File: config.mk
export PLATFORM = sky130hd
export DESIGN_NAME = clk_rst_seq
export DESIGN_NICKNAME = d
export VERILOG_FILES = /design/src/rtl/clk_rst_seq.sv
export SDC_FILE = /design/constraint.sdc
export NUM_CORES = 1
export LEC_CHECK = 0
export ABC_AREA = 1
export CORE_MARGIN = 1.5
export CORE_UTILIZATION = 55
export DETAILED_ROUTE_END_ITERATION = 12
export PLACE_DENSITY_LB_ADDON = 0.12
export SLEW_MARGIN = 20
export SYNTH_ARGS = -nofsm -noshare
export SYNTH_HDL_FRONTEND = slang
export SYNTH_SLANG_ARGS = --single-unit
File: constraint.sdc
create_clock -name clk -period 2.5 [get_ports clk]
set_input_delay 0.5 -clock clk [delete_from_list [all_inputs] [get_ports clk]]
set_output_delay 0.5 -clock clk [all_outputs]
set_load 0.01 [all_outputs]
File: src/rtl/clk_rst_seq.sv
// rtl/clk_rst_seq.sv - reset sequencer with staggered channel release and per-channel clock-enable dividers
module clk_rst_seq #(
  parameter int NUM_CH      = 4,
  parameter int RST_CYCLES  = 16,
  parameter int STAGGER     = 4,
  parameter int SYNC_STAGES = 2,
  parameter int DIV_W       = 8
) (
  input  logic                    clk,
  input  logic                    rst,
  input  logic                    sw_rst_req,
  input  logic [15:0]             rst_len,
  input  logic [NUM_CH*DIV_W-1:0] ch_div,
  output logic [NUM_CH-1:0]       ch_rst_n,
  output logic [NUM_CH-1:0]       ch_clk_en,
  output logic                    busy,
  output logic                    rst_done
);

  localparam int STG_W = (STAGGER > 0) ? $clog2(STAGGER + 1) : 1;
  localparam int PTR_W = (NUM_CH > 1) ? $clog2(NUM_CH) : 1;
  localparam logic [STG_W-1:0] STG_RELOAD = STG_W'((STAGGER > 0) ? STAGGER - 1 : 0);
  localparam logic [PTR_W-1:0] PTR_LAST   = PTR_W'(NUM_CH - 1);

  typedef enum logic [1:0] {HOLD, RELEASE, RUN} state_e;

  logic [SYNC_STAGES-1:0] sync_q;
  logic                   rst_sync_n;

  always_ff @(posedge clk or negedge rst) begin
    if (!rst) sync_q <= '0;
    else      sync_q <= {sync_q[SYNC_STAGES-2:0], 1'b1};
  end

  assign rst_sync_n = sync_q[SYNC_STAGES-1];

  state_e            state_q, state_d;
  logic [15:0]       hold_q, hold_d;
  logic [15:0]       len_q, len_d;
  logic [STG_W-1:0]  stg_q, stg_d;
  logic [PTR_W-1:0]  ptr_q, ptr_d;
  logic [NUM_CH-1:0] ch_rst_n_q, ch_rst_n_d;
  logic              busy_q, busy_d;
  logic              done_q, done_d;
  logic [15:0]       hold_len;

  assign hold_len = (len_q != 16'd0) ? len_q : 16'(RST_CYCLES);

  always_ff @(posedge clk or negedge rst) begin
    if (!rst) begin
      state_q    <= HOLD;
      hold_q     <= '0;
      len_q      <= '0;
      stg_q      <= '0;
      ptr_q      <= '0;
      ch_rst_n_q <= '0;
      busy_q     <= 1'b1;
      done_q     <= 1'b0;
    end else begin
      state_q    <= state_d;
      hold_q     <= hold_d;
      len_q      <= len_d;
      stg_q      <= stg_d;
      ptr_q      <= ptr_d;
      ch_rst_n_q <= ch_rst_n_d;
      busy_q     <= busy_d;
      done_q     <= done_d;
    end
  end

  always_comb begin
    state_d    = state_q;
    hold_d     = hold_q;
    len_d      = len_q;
    stg_d      = stg_q;
    ptr_d      = ptr_q;
    ch_rst_n_d = ch_rst_n_q;
    busy_d     = busy_q;
    done_d     = 1'b0;
    if (!rst_sync_n || sw_rst_req) begin
      // Both the unsynchronised window and a software request park everything at HOLD start.
      state_d    = HOLD;
      hold_d     = '0;
      len_d      = rst_len;
      stg_d      = '0;
      ptr_d      = '0;
      ch_rst_n_d = '0;
      busy_d     = 1'b1;
      // A completion on the request edge still reports itself.
      done_d     = rst_sync_n && (state_q == RELEASE) && (stg_q == '0) &&
                   ((STAGGER == 0) || (ptr_q == PTR_LAST));
    end else begin
      case (state_q)
        HOLD: begin
          if (hold_q == hold_len - 16'd1) begin
            state_d = RELEASE;
            hold_d  = '0;
          end else begin
            hold_d = hold_q + 16'd1;
          end
        end
        RELEASE: begin
          if (STAGGER == 0) begin
            ch_rst_n_d = '1;
            state_d    = RUN;
            busy_d     = 1'b0;
            done_d     = 1'b1;
          end else if (stg_q != '0) begin
            stg_d = stg_q - STG_W'(1);
          end else begin
            ch_rst_n_d[ptr_q] = 1'b1;
            if (ptr_q == PTR_LAST) begin
              state_d = RUN;
              busy_d  = 1'b0;
              done_d  = 1'b1;
            end else begin
              ptr_d = ptr_q + PTR_W'(1);
              stg_d = STG_RELOAD;
            end
          end
        end
        RUN:     ;
        default: state_d = HOLD;
      endcase
    end
  end

  for (genvar i = 0; i < NUM_CH; i++) begin : g_div
    logic [DIV_W-1:0] cnt_q, div_q;
    logic             en_q;

    // Held (and reloading div) until the edge after release, so the first pulse lands div+1 edges later.
    always_ff @(posedge clk or negedge rst) begin
      if (!rst) begin
        cnt_q <= '0;
        div_q <= '0;
        en_q  <= 1'b0;
      end else if (!ch_rst_n_q[i] || !ch_rst_n_d[i]) begin
        cnt_q <= '0;
        div_q <= ch_div[i*DIV_W +: DIV_W];
        en_q  <= 1'b0;
      end else if (cnt_q == div_q) begin
        cnt_q <= '0;
        div_q <= ch_div[i*DIV_W +: DIV_W];
        en_q  <= 1'b1;
      end else begin
        cnt_q <= cnt_q + DIV_W'(1);
        en_q  <= 1'b0;
      end
    end

    assign ch_clk_en[i] = en_q;
  end

  assign ch_rst_n = ch_rst_n_q;
  assign busy     = busy_q;
  assign rst_done = done_q;

endmodule

# After elaboration in Yosys (flattened, before gate mapping)
# Index checks and enable logic that the tools add are counted.
# classes
muxes	54
reduce_logical	33
magnitude_cmp	2
n_bitwise	1
add_sub_neg	8
n_eq_ne	15
# ops
op	count
$mux 8	16
$mux 16	4
$add 8x1->8 const B	4
$eq 8x8->1	4
$mux 1	17
$add 16x1->16 const B	1
$eq 16x16->1	1
$mux 2	8
$reduce_bool 16->1	1
$sub 16x1->16 const B	1
$reduce_bool 2->1	7
$mux 3	4
$mux 4	3
$logic_not 1->1	9
$ne 2x2->1 const B	3
$ne 3x2->1 const B	2
$ne 3x3->1 const B	2
$pmux 2 s3	1
$reduce_and 3->1	2
$logic_or 1x1->1	5
$eq 2x2->1 const B	2
$logic_and 1x1->1	4
$or 4x4->4	1
$reduce_and 4->1	1
other kinds (10)	10
# word_totals
word_cells	134
reg_bits	115
in_bits	51
out_inout_bits	10

# Logic depth before layout (Yosys ltp)
# depth
depth_word	11
mapped_depth	16

# Least setup slack after synthesis
# No wires, ideal clock.
# synth_timing
path_type	reg-to-reg
from	reg len_q[0]
to	reg hold_q[10]
setup_ps	142
path_slack_ps	503
t_arrival_ps	1856
path_stages_with_launch	14
period_less_slack_ps	1997
cell_sequence	dfrtp_1 inv_1 ha_1 nand2_2 nor2_4 nand3_4 o21bai_1 nand3_1 nand3b_1 nor2_2 nand2_2 nand2_4 buf_12 o22ai_2
# synth_between
elab_chain_cells	7
# synth_rtl
element	line	rtl
from (decl)	39	logic [15:0] len_q, len_d;
from (signal assigned)	62	len_q <= len_d;
$reduce_bool 16->1	47	assign hold_len = (len_q != 16'd0) ? len_q : 16'(RST_CYCLES);
$mux 16 (*)	47	
$sub 16x1->16 (*)	95	if (hold_q == hold_len - 16'd1) begin
$eq 16x16->1 (*)	95	
$mux 16 (*)	95	
$mux 16 (*)	93	case (state_q)
$mux 16 (*)	80	if (!rst_sync_n || sw_rst_req) begin
to (signal assigned)	61	hold_q <= hold_d;
to (decl)	38	logic [15:0] hold_q, hold_d;
# Every way passes the cells marked *; elsewhere a longest branch is shown, timed or not. The select of a mux whose other input is x is not followed.
# A chain may end at the register's enable or synchronous reset.

# Final worst setup path
# layout_timing
from	reg len_q[0]
to	reg hold_q[2]
# Same word-level chain as after synthesis.

==> flow_summary.toml <==
[power_and_ir_drop]
irDropWorstVdd_mv = 0.718
p_leak_nw = 3.56
power_frac_comb_pct = 8.4
p_sw_mw = 1.11
power.density_nw_per_um2 = 641
clock_power_share_pct = 50.5
power.internal_mw = 3.72
sequentialPowerShare_pct = 41.1
p_sw_share_pct = 23.0

[logic_synthesis]
synth-async-reset-ratio_pct = 100
yosysSeqAreaShare_pct = 46.7
synthAdderAreaFrac_pct = 2.64
yosysTopAreaCellShare_pct = 46.3
synthTopCellsByArea = "dfrtp_1 46%, nand2_1 12%, inv_1 6.8%, nor2_1 4.1%, o21ai_0 3.7%"
synth_cell_type_count = 40
avgSynthCellArea_um2 = 8.09
synth.cell_area_um2 = 6160
ys.flop_type = "dfrtp_1"
ys_ff_latch = 115
synth.most_common_cell = "nand2_1"
yosys-top-cells-count = "191 x nand2_1, 114 x dfrtp_1, 112 x inv_1, 67 x nor2_1, 45 x o21ai_0"
syn-num-nets = 826
synth_edf_count = 0
synth_compound_area_share_pct = 8.24
netlist_instances = 762
synth_mux_area_share_pct = 0.183
yosysWarnings = 0
yosys.area_share.simple_pct = 28.1
synth-xor-area-share_pct = 5.26
synth_top_family_by_area = "simple AND/OR/NAND/NOR gates"
synth_top_area_cell = "dfrtp_1"

[hold_path]
worst_hold_path.endpoint = "sync_q[1]"
hp-class = "reg -> reg"
holdPathStages = 0
holdCritStartpoint = "sync_q[0]"

[cts]
cts_tree = "done"
post_cts_resized = 0
h-tree-depth = 4
path_clk_slew_ns = 0.06
numCtsBuffers = 17
root_buffer = "clkbuf_8"
cts.sink_count = 115
cts_setup_buffers = 0
cts.path.max_buffers = 2
clock_latency_ns = 0.53
cts_hold_buffers = 1

[setup_path]
r2r_end = "hold_q[2]"
worstPathMaxFanout = 15
r2r_slack_ns = 0.21
arrival_ns = 2.67
r2r_start = "len_q[0]"
worst-r2r-cell-count = 15
worstPathRequired_ns = 2.88
startpoint_type = "register"
endpoint_kind = "register"
critical_path_class = "reg -> reg"

[floorplanning]
dieArea_um2 = 11900
core.rowCount = 38
die_y_um = 109
die_w_um = 109
core_um2 = 10900
initial_core_util_pct = 56.6
ios = 61

[routing]
first_pass_iters = 5
first_iter_violations = 344
drc = 0
drt_wl_total_um = 13100
vias_per_cell = 5.13
vias = 5071
postRouteAntennaNets = 0
avgRoutedWirePerCell_um = 13.3

[timing]
layout_min_cycle_time_ns = 2.29
final-max-slew-violation-count = 0
finalHoldViolations = 0
fin_crit_sh_pct = 91.7
fin_skew_ns = 0.00770
clock.fmax_mhz = 436
fin_tns_setup_ns = 0
rsz0062_at_grt = "false"
worst_pin_slew_ns = 0.650
setup_viol = 0
slew-limit-headroom_pct = 56.6

[global_route]
antenna_found_initial = 0
grt_pass1_wl_um = 22400
grt_overflow_total = 0
grt_usage_pct = 24.5
grt_start_max_net_pins = 50
grt_pass1_vias = 5043

[final_layout]
final_area_um2 = 7540
area_growth_pct = 22.4
antenna_cells = 0
nFillCells = 924
fin_nets = 900
drive_gt1_share_pct = 10.1

[placement]
place_congestion = 0.880
postPlaceCellArea_um2 = 6930
port-buffer-count = 60
place_hpwl_um = 9380

[run]
maxCapViolations = 0

[status]
outcome = "completed"
cell usage in the layout, fill, tap and decap left out, drive strengths merged, types with 8 or more instances in the layout:
cell	instances
nor2	80
clkbuf	22
dfrtp	114
o22ai	12
inv	115
buf	13
nand3	42
xor2	22
xnor2	15
o21ai	53
nand2	199
ha	13
clkdlybuf4s50	59
clkinv	8
nor3	20
nand4	21
a21oi	12
power groups by stage:
stage	registers, mW	clock network (mW)	logic (mW)
after detailed placement	2.01	0	0.404
after global placement	2.01	0	0.397
after CTS	1.98	2.48	0.409
after global routing	1.99	2.57	0.457
final	1.99	2.44	0.405
after floorplan	2.00	0	0.227
layout make-up:
cell class	instances	area (µm²)	share of cell area, %
Timing Repair Buffer	73	711	9.42
Multi-Input combinational cell	513	2740	36.3
Inverter	116	435	5.77
Clock buffer	22	473	6.27
Sequential cell	115	2880	38.2
Clock inverter	10	129	1.71
Tap cell	140	175	2.32
state kept, by name (all words and copies together), names as in the netlist:
signal / cells
sync_q: 2
rst_done: 1
ptr_q: 2
g_div.div_q: 32
g_div.cnt_q: 32
stg_q: 3
len_q: 16
ch_rst_n: 4
g_div.en_q: 4
state_q: 2
busy: 1
hold_q: 16
worst max-delay path, cell delays in order, from the launching register on:
cell and delay (ns):
dfrtp_1 0.38, inv_1 0.14, ha_1 0.21, nand3_1 0.10, nor2_2 0.16, nand2_4 0.11
nand3_4 0.09, nand2_2 0.06, nand3_1 0.07, nand2_1 0.05, nor2_1 0.11, nand3b_1 0.10
nor2_2 0.13, nand2_2 0.10, nand2_4 0.22, o22ai_1 0.12
stage by stage:
| step | hold slack [ns] | std cells | utilization (%) | total power, mW | setup slack [ns] |
|---|---|---|---|---|---|
| 6_report | 0.361 | 989 | 69.3 | 4.83 | 0.209 |
| 5_1_grt | 0.373 | 989 | 69.3 | 5.03 | 0.00578 |
| 4_1_cts | 0.367 | 989 | 69.3 | 4.88 | 0.219 |
| 3_5_place_dp | 0.337 | 956 | 63.7 | 2.42 | 0.235 |
| 3_3_place_gp | 0.334 | 956 | 63.7 | 2.41 | 0.372 |
| 2_1_floorplan | 0.204 | 762 | - | 2.22 | 0.503 |
layer usage:
metal | up-vias | track usage [%] | share of wire, %
li1 | 2562 | - | -
met1 | 2417 | 30.1 | 46
met2 | 81 | 41.9 | 50
met3 | 11 | 6.28 | 3.2
met4 | 0 | 8.36 | 0.91
met5 | - | 0 | 0
worst max path at each step:
stage / to / startpoint / cells after the start / slack [ns]
6_report: hold_q[2] / len_q[0] / 15 / 0.21
5_1_grt: hold_q[2] / len_q[0] / 15 / 0.006
4_1_cts: hold_q[2] / len_q[0] / 15 / 0.22
3_5_place_dp: hold_q[2] / len_q[0] / 13 / 0.24
3_3_place_gp: hold_q[3] / len_q[6] / 12 / 0.37
2_1_floorplan: hold_q[10] / len_q[0] / 13 / 0.50
cell families (layout without fill, tap and decap cells):
family                   Yosys count  after routing
buffers and inverters            134            221
flip-flops                       115            115
AO/OA/AOI/OAI                     83             83
other                              1              1
multiplexers                       1              1
XOR/XNOR                          37             37
AND/OR/NAND/NOR                  378            378
adder cells (fa/ha/maj)           13             13
(Power assumes the default switching activity.)
==> patch (config.mk and constraints unchanged) <==
The 3 states of `state_e` get a one-hot encoding in 3 bits.
--- a/src/rtl/clk_rst_seq.sv
+++ b/src/rtl/clk_rst_seq.sv
@@ -24,3 +24,3 @@
 
-  typedef enum logic [1:0] {HOLD, RELEASE, RUN} state_e;
+  typedef enum logic [2:0] {HOLD = 3'b001, RELEASE = 3'b010, RUN = 3'b100} state_e;
 
Function: same outputs for any inputs over 10 cycles, from zero or initial values and one cycle with rst low; not proved beyond that.
==> patch against the unedited design <==
  * Area after synthesis down 0.45%
  * Synthesized cell count increased by 0.66%
  * Worst setup slack improved by 30 ps
  * Final area shrank 0.35%
  * Power grew 0.63%
  * Clock skew decreased by 2.1 ps
  * Sequential cell count grew 1
  * Wire length rose by 1.6%
  * Utilization up 0.061 points
  * Via count rose by 1.1%
  * Hold slack got worse by 3.4 ps
  * Die area decreased by 0.43%
  * Critical path type unchanged
  * Largest cell class unchanged
==> patch: results (changes against the unedited design) <==
- Critical R2R Capture: hold_q[12]
- Post-synth cell types: 37 (-7.5%)
- #MultiIn Comb: 519 (+1.2%)
- Synthesized Nets: 831 (+0.61%)
- Layout cells sized above 1: 8.451% (-1.7 points)
- Fillers: 887 (-4.0%)
- Number of non-clock buffers: 71 (-2.7%)
- Nets: 903 (+0.33%)
- FFs & Latches: 116 (+0.87%)
- Cell-internal power: 3.737 mW (+0.46%)
- Via/cell ratio: 5.166 (+0.76%)
- Max VDD drop: 0.4860 mV (-32%)
- Synth warnings: 0 (unchanged)
- Status: complete, no violations
- Multi-input logic portion of the cell area: 36.07% (-0.27 points)
- Register area share after synthesis: 47.34% (+0.64 points)
- Register area: 2905 um^2 (+0.91%)
- Die Wd: 108.6 um (-0.22%)
- DP HPWL: 9.405 mm (+0.31%)
- Starting DRT DRC Count: 297 (-14%)
- DR WL/cell: 13.45 um (+1.3%)
- Top post-synthesis cells by count: nand2_1, dfrtp_1, inv_1
- Signal buf overhead: 9.254% (-0.17 points)
- Met1 Track Usage GR: 32.46% (+2.3 points)
- First-pass GRT wire length: 22.71 mm (+1.4%)
- Inverters: 114 (-1.7%)
- Crit path max fanout: 8 (-7)
- Leakage: 3.507 nW (-1.4%)
- Antenna cells: 0 (unchanged)
- Grt met3 use: 5.081% (-1.2 points)
- Combinational power: 0.400 mW (-1%)
- Largest net degree at the start of global routing: 60 (+20%)
- Met3 WL: 517 um (+24%)
- Metal2 WL: 6.401 mm (-2.7%)
- Vias in the first global route: 5131 (+1.7%)
- Clock buffers: 23 (+4.5%)
- Clock buf/inv share: 8.006% (+0.028 points)
- GRT Total Usage: 24.92% (+0.39 points)
- GP Congestion: 0.9159 (+4.1%)
- Met2 GRT Util: 41.11% (-0.77 points)
- Post-layout util: 69.34% (about the same)
- Placed Area: 6885 um^2 (-0.67%)
- Reg2reg setup slack: 240 ps (+30 ps)
- Clock Skew: 5.577 ps (-2.122 ps)
-- patch: metrics by stage --
step                      std cells  power (mW)  TNS (ps)  setup slack, ps  hold slack [ps]
after global routing            992       5.049    -6.889           -3.458            367.6
after detailed placement        958       2.431         0            198.9            349.8
final                           992       4.863         0            238.6            357.8
after global placement          958       2.416         0            318.6            336.4
after CTS                       991       4.898         0            196.4            362.1
after floorplan                 767       2.238         0            540.9            204.4
-- patch: cell families (layout without fill, tap and decap cells) --
| group | after synthesis | in the layout | synth area share (%) |
|---|---|---|---|
| AOI/OAI and AO/OA | 87 | 87 | 7.849 |
| xor gates and xnor gates | 43 | 43 | 6.137 |
| adders and majority gates | 13 | 13 | 2.650 |
| buffers and inverters | 133 | 217 | 8.807 |
| DFF | 116 | 116 | 47.34 |
| other | 1 | 1 | 0.06110 |
| and+or+nand+nor | 374 | 375 | 27.16 |
-- patch: what timing repair did --
item                                    in CTS  in global routing
hold endpoints to repair                    20                  0
endpoints found under the setup margin       0                  6
gates resized for setup                      0                  1
hold buffers                                 1                  0
